## config.mk

```make
export PLATFORM = sky130hd
export DESIGN_NAME = lane_sequencer
export DESIGN_NICKNAME = d
export VERILOG_FILES = /design/src/rtl/lane_sequencer.sv
export SDC_FILE = /design/constraint.sdc
export NUM_CORES = 1
export LEC_CHECK = 0
export BUFFER_PORTS_ARGS = -buffer_cell sky130_fd_sc_hd__buf_2
export CAP_MARGIN = 10
export CORE_MARGIN = 2
export CORE_UTILIZATION = 58
export CTS_CLUSTER_DIAMETER = 50
export CTS_CLUSTER_SIZE = 16
export DETAILED_ROUTE_END_ITERATION = 6
export PLACE_DENSITY = 0.8
export SLEW_MARGIN = 10
export SYNTH_ARGS = -nofsm -noshare
export SYNTH_HDL_FRONTEND = slang
export SYNTH_SLANG_ARGS = --single-unit
```

## constraint.sdc

```tcl
create_clock -name clk -period 4.64 [get_ports clk]
set_input_delay 0.232 -clock clk [delete_from_list [all_inputs] [get_ports clk]]
set_output_delay 0.232 -clock clk [all_outputs]
set_load 0.02 [all_outputs]
```

## src/rtl/lane_sequencer.sv

```systemverilog
// lane_sequencer: rhythm-game controller stepping LFSR-spawned notes down a 4-lane grid and judging hits.
module lane_sequencer #(
  parameter int ROWS = 8,
  parameter int TICK_DIV = 25000000,
  parameter logic [7:0] SEED = 8'hA5,
  parameter int MISS_LIMIT = 4
) (
  input  logic              clk,
  input  logic              reset,
  input  logic              start,
  input  logic [3:0]        hit,
  output logic [4*ROWS-1:0] field,
  output logic [7:0]        score,
  output logic [2:0]        misses,
  output logic              playing,
  output logic              game_over,
  output logic              soft_reset
);
  localparam int TW = $clog2(TICK_DIV);
  typedef enum logic [1:0] {IDLE, CLEAR, PLAY, OVER} state_t;
  state_t state, state_n;
  logic [TW-1:0] tick, tick_n;
  logic [7:0] lfsr, lfsr_n, score_n;
  logic [2:0] misses_n;
  logic [4*ROWS-1:0] field_n, kept;
  logic [3:0] bottom, good, wrong, fall, spawn;
  logic [8:0] score_sum;
  logic [4:0] miss_sum;
  logic step;
  function automatic logic [2:0] ones(input logic [3:0] v);
    return 3'(v[0]) + 3'(v[1]) + 3'(v[2]) + 3'(v[3]);
  endfunction
  always_comb begin
    bottom = field[4*ROWS-1 -: 4];
    step = tick == TW'(TICK_DIV - 1);
    good = hit & bottom;
    wrong = hit & ~bottom;
    // hits are judged before the shift, so a struck note can never also fall off
    kept = field & ~{good, {4*(ROWS-1){1'b0}}};
    fall = step ? kept[4*ROWS-1 -: 4] : 4'd0;
    spawn = lfsr[7] ? 4'd1 << lfsr[1:0] : 4'd0;
    score_sum = {1'b0, score} + {6'd0, ones(good)};
    miss_sum = {2'b0, misses} + {2'b0, ones(wrong)} + {2'b0, ones(fall)};
    state_n = state;
    field_n = field;
    score_n = score;
    misses_n = misses;
    tick_n = tick;
    lfsr_n = lfsr;
    case (state)
      IDLE: begin
        field_n = '0;
        state_n = start ? CLEAR : IDLE;
      end
      CLEAR: begin
        field_n = '0;
        score_n = '0;
        misses_n = '0;
        tick_n = '0;
        lfsr_n = SEED;
        state_n = PLAY;
      end
      PLAY: begin
        field_n = step ? {kept[4*ROWS-5:0], spawn} : kept;
        score_n = score_sum[8] ? 8'hFF : score_sum[7:0];
        misses_n = miss_sum > 5'd7 ? 3'd7 : miss_sum[2:0];
        tick_n = step ? '0 : tick + 1'b1;
        lfsr_n = step ? {lfsr[6:0], lfsr[7] ^ lfsr[5] ^ lfsr[4] ^ lfsr[3]} : lfsr;
        state_n = {29'd0, misses_n} >= MISS_LIMIT ? OVER : PLAY;
      end
      OVER: state_n = start ? CLEAR : OVER;
    endcase
  end
  always_ff @(posedge clk) begin
    if (reset) begin
      state <= IDLE;
      field <= '0;
      score <= '0;
      misses <= '0;
      tick <= '0;
      lfsr <= SEED;
    end else begin
      state <= state_n;
      field <= field_n;
      score <= score_n;
      misses <= misses_n;
      tick <= tick_n;
      lfsr <= lfsr_n;
    end
  end
  assign playing = state == PLAY;
  assign game_over = state == OVER;
  assign soft_reset = state == CLEAR;
endmodule

```

Word-level counts from Yosys, hierarchy flattened
Cells that the tools add are included.
{ "word_totals": {"regBits": 78, "inputBits": 7, "out_inout_bits": 46, "word_cells": 56} }
{ "classes": {"addsub": 13, "order_cmp": 2, "eq_ne": 5, "shifts": 1, "mux": 16, "bitwise_logic": 8, "n_reduce_logical": 5} }
{ "op_table": {"columns": ["op", "n"], "rows": [
  ["32-bit case mux with 2 select lines", 1],
  ["25-bit case mux with 2 select lines", 1],
  ["32-bit bitwise AND", 1],
  ["32-bit two-way mux", 1],
  ["32-bit inverter", 1],
  ["8-bit case mux with 2 select lines", 2],
  ["25-bit by 1-bit adder with 25-bit output, second input constant", 1],
  ["25-bit == test, second input constant", 1],
  ["25-bit two-way mux", 1],
  ["8-bit two-way mux", 2],
  ["2-bit by 1-bit adder with 3-bit output", 3],
  ["3-bit by 1-bit adder with 3-bit output", 3],
  ["8-bit by 3-bit adder with 9-bit output", 1],
  ["4-bit bitwise AND", 2],
  ["4-bit two-way mux", 2],
  ["2-bit case mux with 4 select lines", 1],
  ["1-bit by 1-bit adder with 2-bit output", 3],
  ["3-bit case mux with 2 select lines", 1],
  ["4-bit by 3-bit adder with 5-bit output", 1],
  ["5-bit by 3-bit > comparator with 1-bit output, second input constant", 1],
  ["3-bit by 3-bit adder with 4-bit output", 1],
  ["2-bit == test, second input constant", 2],
  ["4-bit inverter", 1],
  ["2-bit nonzero test", 2],
  ["11 further kinds", 14]
]} }

Depth between registers and ports, before layout
Gate-level depths: netlist of run 1.
{ "logic_depth": {"word_depth": 13, "ltp_mapped": 15, "mapped_depth_nobuf": 15} }

Worst setup path before layout of run 1
No wires, ideal clock.
{ "synth_timing": {"path_kind": "register -> register", "startpoint": "reg tick[0]", "endpoint": "reg state[0]", "t_arrival_ps": 3688, "required_time_ps": 4545, "setup_slack_ps": 857, "stages_incl_launch_ff": 16, "path_buffers": 0, "period_less_slack_ps": 3783, "path_cell_list": "dfxtp_1 > ha_1 > nor4bb_1 > nand3_2 > nor3_1 > nand3b_1 > fa_1 > inv_1 > fa_1 > fa_1 > inv_1 > fa_1 > nand2b_1 > o21ai_0 > a21o_1 > a221oi_1"} }
{ "synth_via": {"elab_chain_len": 11} }
{ "synth_lines": {"columns": ["item", "line_no", "text"], "rows": [
  ["from (decl)", "22", "logic [TW-1:0] tick, tick_n;"],
  ["from (signal assigned)", "87", "tick <= tick_n;"],
  ["25-bit == test (*)", "35", "step = tick == TW'(TICK_DIV - 1);"],
  ["4-bit two-way mux (*)", "40", "fall = step ? kept[4*ROWS-1 -: 4] : 4'd0;"],
  ["1-bit by 1-bit adder with 2-bit output", "31", "return 3'(v[0]) + 3'(v[1]) + 3'(v[2]) + 3'(v[3]);"],
  ["2-bit by 1-bit adder with 3-bit output", "31", null],
  ["3-bit by 1-bit adder with 3-bit output (*)", "31", null],
  ["4-bit by 3-bit adder with 5-bit output (*)", "43", "miss_sum = {2'b0, misses} + {2'b0, ones(wrong)} + {2'b0, ones(fall)};"],
  ["5-bit by 3-bit > comparator with 1-bit output", "66", "misses_n = miss_sum > 5'd7 ? 3'd7 : miss_sum[2:0];"],
  ["3-bit two-way mux (*)", "66", null],
  ["3-bit >= comparator (*)", "69", "state_n = {29'd0, misses_n} >= MISS_LIMIT ? OVER : PLAY;"],
  ["1-bit two-way mux (*)", "69", null],
  ["2-bit case mux with 4 select lines (*)", "50", "case (state)"],
  ["to (signal assigned)", "83", "state <= state_n;"],
  ["to (decl)", "21", "state_t state, state_n;"]
]} }
Every way passes the cells marked *; elsewhere a longest branch is shown, timed or not.
A chain may end at the register's enable or synchronous reset.

Worst setup path in the final report of run 1
Same ends and word-level chain as after synthesis.

==> results of run 1 <==
critical path: stages (launching register included):
cell and delay [ns]:
dfxtp_1 0.37, ha_1 0.23, nor4bb_1 0.36, nand3_2 0.22, nor3_1 0.31, nand3b_1 0.14, fa_1 0.51, inv_1 0.06
fa_1 0.50, fa_1 0.44, inv_1 0.08, fa_1 0.22, nand2b_1 0.13, o21ai_0 0.09, a21o_1 0.20, a221oi_1 0.25
through the flow:
stage	cells	total power [mW]	worst slack [ns]
CTS	545	1.36	0.424
global route	546	1.41	0.165
detailed placement	529	0.879	0.465
global placement	529	0.874	0.651
finish	546	1.36	0.443
floorplan	400	0.847	0.857
cells in the final DEF, fill, tap and decap left out, drive strengths merged, types with 11 or more instances in the layout:
master / instances
dfxtp: 78
buf: 55
a22o: 24
inv: 23
a211oi: 20
nand2: 19
nor2: 18
nand3: 17
a221oi: 13
ha: 12
nand4: 11
area by class of cell:
class                      instances  area (um^2)
inverter                          19         71.3
fill                             578         2280
tap                               96          120
sequential                        78         1560
clock buffer                       9          124
multi-input combinational        282         2330
clock inverter                     7         63.8
timing repair buffer              55          287
routing by layer:
layer | vias to the layer above | global-route usage [%] | wire length, um
met1 | 1588 | 29.9 | 4010
li1 | 1601 | - | -
met3 | 8 | 4.76 | 331
met5 | - | 0 | 0
met4 | 0 | 6.75 | 71
met2 | 55 | 39.4 | 4370
worst max-delay path by stage:
stage / start / slack, ns / endpoint
2_1_floorplan: tick[0] / 0.86 / state[0]
3_3_place_gp: tick[0] / 0.65 / state[0]
3_5_place_dp: tick[0] / 0.46 / state[0]
4_1_cts: tick[0] / 0.42 / state[0]
5_1_grt: tick[0] / 0.17 / state[0]
6_report: tick[0] / 0.44 / state[0]
registers in the layout, summed over array words and instances (netlist names):
name / flops
field: 32
lfsr: 8
misses: 3
score: 8
state: 2
tick: 25
cell families (layout without fill, tap and decap cells):
| family | after synthesis | count (layout) | share of synthesized area (%) |
|---|---|---|---|
| compound gates | 104 | 104 | 20.9 |
| buf+inv | 40 | 90 | 5.79 |
| flops | 78 | 78 | 37.8 |
| mux | 9 | 9 | 2.18 |
| simple gates | 134 | 134 | 22.6 |
| xor+xnor | 15 | 15 | 3.18 |
| fa+ha+maj | 20 | 20 | 7.52 |
power by group through the flow:
stage / clock [mW] / combinational (mW) / sequential [mW]
final: 0.490 / 0.180 / 0.686
after global routing: 0.525 / 0.197 / 0.688
after CTS: 0.497 / 0.178 / 0.686
after detailed placement: 0 / 0.177 / 0.702
after global placement: 0 / 0.173 / 0.701
after floorplan: 0 / 0.146 / 0.701
synthesized netlist by cell type, drive strengths merged, types with 9 or more instances:
| cell type | instances | area [um^2] |
|---|---|---|
| a211oi | 20 | 163 |
| a221oi | 13 | 133 |
| a22o | 24 | 238 |
| and4 | 9 | 86.3 |
| buf | 16 | 144 |
| dfxtp | 78 | 1560 |
| ha | 12 | 150 |
| inv | 19 | 71.3 |
| mux2i | 9 | 90.1 |
| nand2 | 19 | 73.8 |
| nand2b | 9 | 56.3 |
| nand3 | 17 | 90.1 |
| nand4 | 11 | 120 |
| nor2 | 18 | 67.6 |
| o21ai | 9 | 45.0 |
==> impl_metrics.py, run 1 <==
metrics = {
    "die": {
        "io_pins": 53,
        "die_h_um": 88.4,
        "die_width_um": 88.4,
        "initial_utilization_pct": 60.4,
        "core.rowCount": 30,
        "core_um2": 6830,
        "die_area_um2": 7810,
    },
    "setup_path": {
        "critical_path.reg2reg.startpoint": "tick[0]",
        "worst-r2r-cell-count": 15,
        "setup.worst_path.start_class": "register",
        "criticalPathCategory": "reg2reg",
        "cp_data_required_time_ns": 4.89,
        "critical_path_arrival_ns": 4.45,
        "critPathMaxFanout": 4,
        "timing.reg2reg.setup_slack_ns": 0.44,
        "endpoint_kind_of_the_worst_setup_timing_path": "register",
        "r2r-end": "state[0]",
    },
    "power_and_ir_drop": {
        "clock_power_share_pct": 36.1,
        "pwr_density_cell_nw_per_um2": 298,
        "cellInternalPower_uw": 935,
        "power.share.sequential_pct": 50.6,
        "total_switching_power_uw": 420,
        "switching_share_pct": 31.0,
        "vdd_drop_max_v": 0.000224,
        "combinationalPowerShare_pct": 13.3,
        "leakage_power_summed_over_all_cells_nw": 1.81,
    },
    "clocking": {
        "post_cts_setup_inserts": 0,
        "cts.clk_slew.worst_paths_ns": 0.09,
        "count_of_h_tree_levels_built_during_cts": 3,
        "clock_latency_ns": 0.36,
        "cts.path.max_buffers": 2,
        "tritoncts_clock_tree": "yes",
        "cts.hold.buffers_added": 0,
        "clockRootBuffer": "clkbuf_8",
        "ctsResizeCount": 0,
        "cts_sinks": 78,
        "cts_inserted_buffers": 9,
    },
    "layout": {
        "drive_above_1_share_pct": 26.0,
        "finalNetCount": 472,
        "postLayoutCoreUtil_pct": 66.7,
        "area_growth_syn_to_layout_pct": 10.3,
        "antenna-diode-count": 0,
        "final_non_filler_cell_area_um2": 4550,
    },
    "detailed_routing": {
        "first_pass_iters": 4,
        "drc_errors": 0,
        "initialDrtViolationCount": 120,
        "via_count": 3252,
        "routed_wire_length_per_instance_um": 16.1,
        "viasPerCell": 5.96,
        "drtAntennaViolNets": 0,
        "routed_wl_um": 8780,
    },
    "synth": {
        "syn-instance-count": 400,
        "number_of_register_bits_inferred_by_synthesis": 78,
        "ys_seq_area_share_pct": 37.8,
        "count_of_flip_flops_with_a_built_in_enable_after_synthesis": 0,
        "synth.net_count": 427,
        "netlist_area_um2": 4130,
        "avgSynthCellArea_um2": 10.3,
        "synth_cell_types": 64,
        "ys.warnings.count": 0,
        "synth_ff_type": "dfxtp_1",
        "synth-async-reset-ratio_pct": 0,
    },
    "sta": {
        "hold_ws_ns": 0.165,
        "finClkSkew_ns": 0.0113,
        "report.final.slew_viol_count": 0,
        "tightest_slew_ns": 1.10,
        "worst_slew_margin_rel_pct": 26.5,
        "min_period_over_period_pct": 90.4,
        "fin_tns_setup_ns": 0,
        "maxClockFrequency_ghz": 0.238,
        "hold_violations": 0,
        "finalSetupViolations": 0,
        "rsz_0062_raised_after_global_routing": "no",
        "min_period_ns": 4.20,
    },
    "global_routing": {
        "via_count_of_the_first_global_routing_pass": 3054,
        "grt_max_degree": 51,
        "initial_antenna_violation_count": 0,
        "grtUsageTotal_pct": 23.2,
        "grt_pass1_wl_um": 14300,
        "global_route.overflow_total": 0,
    },
    "hold_path": {
        "worstHoldPathCells": 3,
        "timing.hold.worst.class": "in2reg",
        "holdCritStartpoint": "start",
        "hold_end": "state[0]",
    },
    "placement": {
        "postPlaceCellArea_um2": 4360,
        "hpwl_um": 6190,
        "port_buffer_count": 52,
        "place_congestion": 0.932,
    },
    "outcome": {
        "status": "finished, final reports clean",
    },
    "job": {
        "cap_viol_max_count": 0,
    },
}
Note: power is estimated with default switching activity, not from simulation.
==> run 2, diff against run 1 <==
ABC_AREA = 1   (was default)
==> run 2 against run 1 <==
  * Count of clock-buffer cells in the layout stayed put
  * Via count is 26% higher
  * Clock power hardly changed
  * Non-clock buffer count is 2 lower
  * Combinational power is 41% higher
  * Critical path type unchanged
==> impl_metrics.py, run 2 <==
metrics = {
    "outcome": {
        "status": "finished, final reports clean",
    },
    "synth": {
        "count_of_flip_flops_with_a_built_in_enable_after_synthesis": 0,
        "ys_seq_area_share_pct": 35.9,
        "number_of_register_bits_inferred_by_synthesis": 78,
        "ys.warnings.count": 0,
        "synth.largest_area_cell": "dfxtp_1",
        "synth_cell_types": 35,
        "netlist_area_um2": 4350,
        "synth.net_count": 636,
        "synth-async-reset-ratio_pct": 0,
        "synth_top_cells_by_area": "dfxtp_1 (36%), nand2_1 (11%), inv_1 (6.3%)",
        "synth_ff_type": "dfxtp_1",
        "syn-instance-count": 609,
        "yosysMostFrequentCell": "nand2_1",
        "avgSynthCellArea_um2": 7.15,
        "netlist_top_cells_count": "nand2_1 (131), dfxtp_1 (78), inv_1 (73), nor2_1 (64), nand3_1 (50)",
        "fraction_of_synthesized_cell_area_taken_by_the_top_area_cell_type_pct": 35.9,
    },
    "sta": {
        "maxClockFrequency_ghz": 0.262,
        "fin_tns_setup_ns": 0,
        "worst_slew_margin_rel_pct": 33.8,
        "report.final.slew_viol_count": 0,
        "hold_violations": 0,
        "rsz_0062_raised_after_global_routing": "no",
        "min_period_ns": 3.82,
        "finClkSkew_ns": 0.0137,
        "tightest_slew_ns": 0.991,
        "finalSetupViolations": 0,
        "min_period_over_period_pct": 82.3,
        "hold_ws_ns": 0.179,
    },
    "global_routing": {
        "grtUsageTotal_pct": 25.1,
        "grtUsageMet3_pct": 4.01,
        "global_route.usage.met1_pct": 32.0,
        "globalRouteMet2Util_pct": 41.9,
        "initial_antenna_violation_count": 0,
        "via_count_of_the_first_global_routing_pass": 3857,
        "grt_max_degree": 48,
        "grt_pass1_wl_um": 17000,
        "global_route.overflow_total": 0,
        "grt_busiest_layer": "met2",
    },
    "power_and_ir_drop": {
        "leakage_power_summed_over_all_cells_nw": 2.04,
        "vdd_drop_max_v": 0.000244,
        "totalPowerFinal_mw": 1.46,
        "pwr_density_cell_nw_per_um2": 304,
    },
    "clocking": {
        "clockRootBuffer": "clkbuf_8",
        "post_cts_setup_inserts": 0,
        "cts.path.max_buffers": 2,
        "cts_inserted_buffers": 9,
        "cts_sinks": 78,
        "cts.hold.buffers_added": 0,
        "cts.clk_slew.worst_paths_ns": 0.09,
        "count_of_h_tree_levels_built_during_cts": 3,
        "clock_latency_ns": 0.37,
        "tritoncts_clock_tree": "yes",
        "ctsResizeCount": 0,
    },
    "layout": {
        "reg.largest.list": "field: 32 flops, tick: 25 flops",
        "most_common_cell_after_layout_fill_and_taps_aside": "nand2_1",
        "drive_above_1_share_pct": 15.4,
        "largest_register_ffs": 32,
        "area_growth_syn_to_layout_pct": 10.0,
        "final_non_filler_cell_area_um2": 4790,
        "layout_common_cells": "nand2_1 (131), dfxtp_1 (78), inv_1 (73), nor2_1 (64), buf_2 (52)",
        "max_flop_register": "field",
        "antenna-diode-count": 0,
        "finalNetCount": 677,
    },
    "detailed_routing": {
        "drc_errors": 0,
        "via_count": 4086,
        "routed_wl_um": 9870,
        "drtAntennaViolNets": 0,
        "routed_wire_length_per_instance_um": 13.1,
        "first_pass_iters": 5,
        "viasPerCell": 5.42,
        "initialDrtViolationCount": 231,
    },
    "die": {
        "core.rowCount": 31,
        "die_h_um": 90.6,
        "io_pins": 53,
        "core_um2": 7250,
        "initial_utilization_pct": 60.0,
        "die_width_um": 90.6,
        "die_area_um2": 8210,
    },
    "placement": {
        "postPlaceCellArea_um2": 4600,
        "hpwl_um": 6980,
        "port_buffer_count": 52,
        "place_congestion": 0.876,
    },
    "setup_path": {
        "critical_path_arrival_ns": 4.07,
        "endpoint_kind_of_the_worst_setup_timing_path": "register",
        "setup.worst_path.start_class": "register",
        "criticalPathCategory": "reg2reg",
        "critPathMaxFanout": 5,
        "cp_data_required_time_ns": 4.89,
    },
    "job": {
        "cap_viol_max_count": 0,
    },
    "hold_path": {
        "timing.hold.worst.class": "in2reg",
    },
}
[run 2: cell count changes after synthesis, sizes merged, moves of 10 or more]
cell    before  now
nand3       17   52
a22o        24    0
o21ai        9   20
a21oi        7   53
a211oi      20    0
inv         19   77
a221oi      13    0
nand4       11   32
nand2       19  140
nor3         4   14
nor2        18   73
[run 2: final timing paths]
kind | start | endpoint | slack, ns | cells past startpoint
worst max register to register | tick[0] | state[0] | 0.82 | 17
worst min-delay path | start | state[1] | 0.18 | 4
worst min register to register | tick[21] | tick[21] | 0.48 | 2
worst max-delay path | tick[0] | state[0] | 0.82 | 17
[run 2: final cells by class]
type / count / area (um^2)
Timing Repair Buffer: 53 / 268
Multi-Input combinational cell: 430 / 2360
Clock inverter: 7 / 61.3
Tap cell: 99 / 124
Inverter: 78 / 294
Clock buffer: 9 / 124
Fill cell: 654 / 2460
Sequential cell: 78 / 1560
[run 2: kinds of logic after synthesis]
logic type | share of synthesized area, %
and+or+nand+nor | 33.5
buffers and inverters | 9.97
AOI/OAI and AO/OA | 9.66
DFF | 35.9
adders and majority gates | 7.13
xor gates and xnor gates | 3.82
[run 2: per-layer routing]
layer	wire length, um	vias to the layer above
li1	-	2058
met1	4600	1902
met2	4690	109
met3	381	17
met4	192	0
met5	0	-
[run 2: power by group]
part           total (mW)  switching (mW)  internal, mW
Clock               0.492           0.287         0.205
Sequential          0.712          0.0224         0.690
Combinational       0.254           0.182        0.0722
Total                1.46           0.491         0.967
[run 2: per-stage QoR]
step / instances / util (%) / setup WS [ns]
2_1_floorplan: 609 / - / 1.15
3_3_place_gp: 738 / 63.5 / 0.993
3_5_place_dp: 738 / 63.5 / 0.868
4_1_cts: 754 / 66.0 / 0.822
5_1_grt: 754 / 66.0 / 0.513
6_report: 754 / 66.0 / 0.820
[run 2: critical path: stages, from the launching register on]
cell and delay (ns):
dfxtp_1 0.38, ha_1 0.22, nand3_1 0.16, nor2_4 0.16, nand3_4 0.12, nor2_8 0.14
nand2_1 0.09, fa_1 0.50, inv_1 0.05, fa_1 0.50, fa_1 0.44, inv_1 0.08
fa_1 0.22, nand2_1 0.07, nand3_1 0.08, nand3_1 0.12, o21ai_0 0.26, a21oi_1 0.11
==> run 3, diff against run 2 <==
CORE_UTILIZATION = 53   (was 58)
PLACE_DENSITY = 0.77   (was 0.8)
clock period = 3.3 ns   (was 4.64 ns; I/O delays follow)
==> run 3 against run 2 <==
  * The flow now finishes with violations (negative setup slack)
  * Count of clock-buffer cells in the layout is the same
  * Maximum frequency increased by 14%
  * Worst setup slack worse by 0.88 ns
  * Final area increased by 6.5%
  * Clock skew increased by 0.0095 ns
  * Sequential power rose by 40%
  * Critical path type unchanged
==> impl_metrics.py, run 3 (synthesis gave the netlist of run 2 again) <==
metrics = {
    "outcome": {
        "status": "complete, but fails checks",
        "failed_checks": "negative setup slack",
    },
    "detailed_routing": {
        "first_pass_iters": 4,
        "drc_errors": 0,
        "initialDrtViolationCount": 168,
        "routed_wire_length_per_instance_um": 13.5,
        "via_count": 4183,
        "routed_wl_um": 10600,
        "viasPerCell": 5.31,
        "drtAntennaViolNets": 0,
    },
    "global_routing": {
        "grt_max_degree": 47,
        "initial_antenna_violation_count": 0,
        "global_route.overflow_total": 0,
        "grtUsageTotal_pct": 24.1,
        "grt_pass1_wl_um": 17300,
        "via_count_of_the_first_global_routing_pass": 3862,
    },
    "sta": {
        "report.final.slew_viol_count": 0,
        "hold_violations": 0,
        "maxClockFrequency_ghz": 0.297,
        "worst_slew_margin_rel_pct": 58.3,
        "rsz_0062_raised_after_global_routing": "yes",
        "tightest_slew_ns": 0.625,
        "finalSetupViolations": 4,
        "min_period_ns": 3.36,
        "min_period_over_period_pct": 102,
        "finClkSkew_ns": 0.0232,
        "layout_setup_ws_ns": -0.0643,
    },
    "power_and_ir_drop": {
        "total_switching_power_uw": 730,
        "leakage_power_summed_over_all_cells_nw": 2.20,
        "totalPowerFinal_mw": 2.12,
        "vdd_drop_max_v": 0.000314,
        "cellInternalPower_mw": 1.39,
        "clock_power_share_pct": 33.3,
        "power.share.sequential_pct": 47.5,
        "combinationalPowerShare_pct": 19.3,
        "pwr_density_cell_nw_per_um2": 415,
        "switching_share_pct": 34.5,
    },
    "layout": {
        "area_growth_syn_to_layout_pct": 17.2,
        "finalNetCount": 705,
        "layout_common_cells": "nand2_1 (128), dfxtp_1 (74), inv_1 (71), nor2_1 (64), buf_2 (52)",
        "most_common_cell_after_layout_fill_and_taps_aside": "nand2_1",
        "final_non_filler_cell_area_um2": 5100,
        "fin_cells": 788,
        "max_flop_register": "field",
        "largest_register_ffs": 32,
        "antenna-diode-count": 0,
        "fillCellCount": 764,
        "drive_above_1_share_pct": 21.8,
        "reg.largest.list": "field: 32 flops, tick: 25 flops",
    },
    "placement": {
        "postPlaceCellArea_um2": 4840,
        "place.detailed.instances": 771,
        "hpwl_um": 7420,
        "place_congestion": 0.880,
        "port_buffer_count": 52,
    },
    "setup_path": {
        "cp_data_required_time_ns": 3.58,
        "criticalPathCategory": "reg2reg",
        "endpoint_kind_of_the_worst_setup_timing_path": "register",
        "critical_path_arrival_ns": 3.64,
        "critPathMaxFanout": 3,
        "setup.worst_path.start_class": "register",
    },
    "die": {
        "io_pins": 53,
        "core.rowCount": 33,
        "initial_utilization_pct": 53.8,
        "core_um2": 8090,
        "die_area_um2": 8950,
        "die_width_um": 94.6,
        "die_h_um": 94.6,
    },
    "job": {
        "cap_viol_max_count": 0,
    },
    "clocking": {
        "clockRootBuffer": "clkbuf_8",
        "cts.path.max_buffers": 2,
        "cts_inserted_buffers": 9,
        "count_of_h_tree_levels_built_during_cts": 3,
        "tritoncts_clock_tree": "yes",
        "cts.clk_slew.worst_paths_ns": 0.09,
        "cts_sinks": 78,
        "clock_latency_ns": 0.37,
    },
    "hold_path": {
        "timing.hold.worst.class": "in2reg",
    },
}
-- run 3: cell types whose count changed in the layout (fill, tap and decap cells not counted), sizes merged --
cell / change
buf: +28
-- run 3: what timing repair did --
item,in CTS,in global routing
buffers inserted,1,0
hold buffers,0,0
endpoints found under the hold margin,0,0
resized for setup,9,8
pin swaps,6,2
endpoints found under the setup margin,4,4
-- run 3: metrics by stage --
| stage | util [%] | worst slack [ns] | setup TNS [ns] | hold WS [ns] |
|---|---|---|---|---|
| after floorplan | - | 0.00735 | 0 | 0.352 |
| after global placement | 59.8 | 0.0223 | 0 | 0.461 |
| after detailed placement | 59.8 | -0.0644 | -0.200 | 0.470 |
| after CTS | 62.6 | -0.0127 | -0.0210 | 0.118 |
| after global routing | 63.0 | -0.176 | -0.578 | 0.158 |
| final | 63.0 | -0.0643 | -0.134 | 0.128 |
-- run 3: path summary, 6_finish.rpt --
check | startpoint | endpoint | slack [ns] | depth (start not counted)
setup / recovery | tick[0] | misses[2] | -0.06 | 17
hold / removal | start | state[1] | 0.13 | 4
setup reg to reg | tick[0] | misses[2] | -0.06 | 17
hold reg to reg | field[25] | field[25] | 0.49 | 2
-- run 3: area by class of cell --
type	count	area, um^2	share of cell area, %
clock inverters	7	63.8	1.25
well taps	105	131	2.58
clock buffers	9	124	2.43
multi-input cells	430	2440	47.9
flip-flops and latches	78	1570	30.7
repair buffers	81	478	9.37
inverters	78	294	5.77
-- run 3: layer usage --
metal | wire length [um] | GRT usage [%] | share of wire (%) | vias up
li1 | - | - | - | 2111
met2 | 5180 | 40.5 | 49 | 102
met3 | 474 | 4.95 | 4.5 | 21
met5 | 0 | 0 | 0 | -
met4 | 206 | 9.42 | 1.9 | 0
met1 | 4770 | 30.3 | 45 | 1949
-- run 3: worst max-delay path, cell delays in order, from the launching register on --
cell and delay (ns):
dfxtp_2 0.36, ha_4 0.16, nand3_4 0.09, nor2_4 0.12
nand3_4 0.10, nor2_8 0.15, nand2_2 0.06, fa_1 0.52
inv_2 0.04, fa_1 0.49, fa_2 0.22, inv_2 0.04
fa_2 0.39, nand2_2 0.09, nand3_2 0.09, nand3_4 0.11
o21ai_4 0.07, a21oi_2 0.18
-- run 3: power by group through the flow --
stage	Sequential (mW)	Combinational [mW]	Clock, mW
finish	1.00	0.407	0.703
CTS	1.00	0.388	0.713
global route	1.01	0.448	0.747
detailed placement	1.02	0.378	0
floorplan	1.03	0.289	0
global placement	1.02	0.368	0
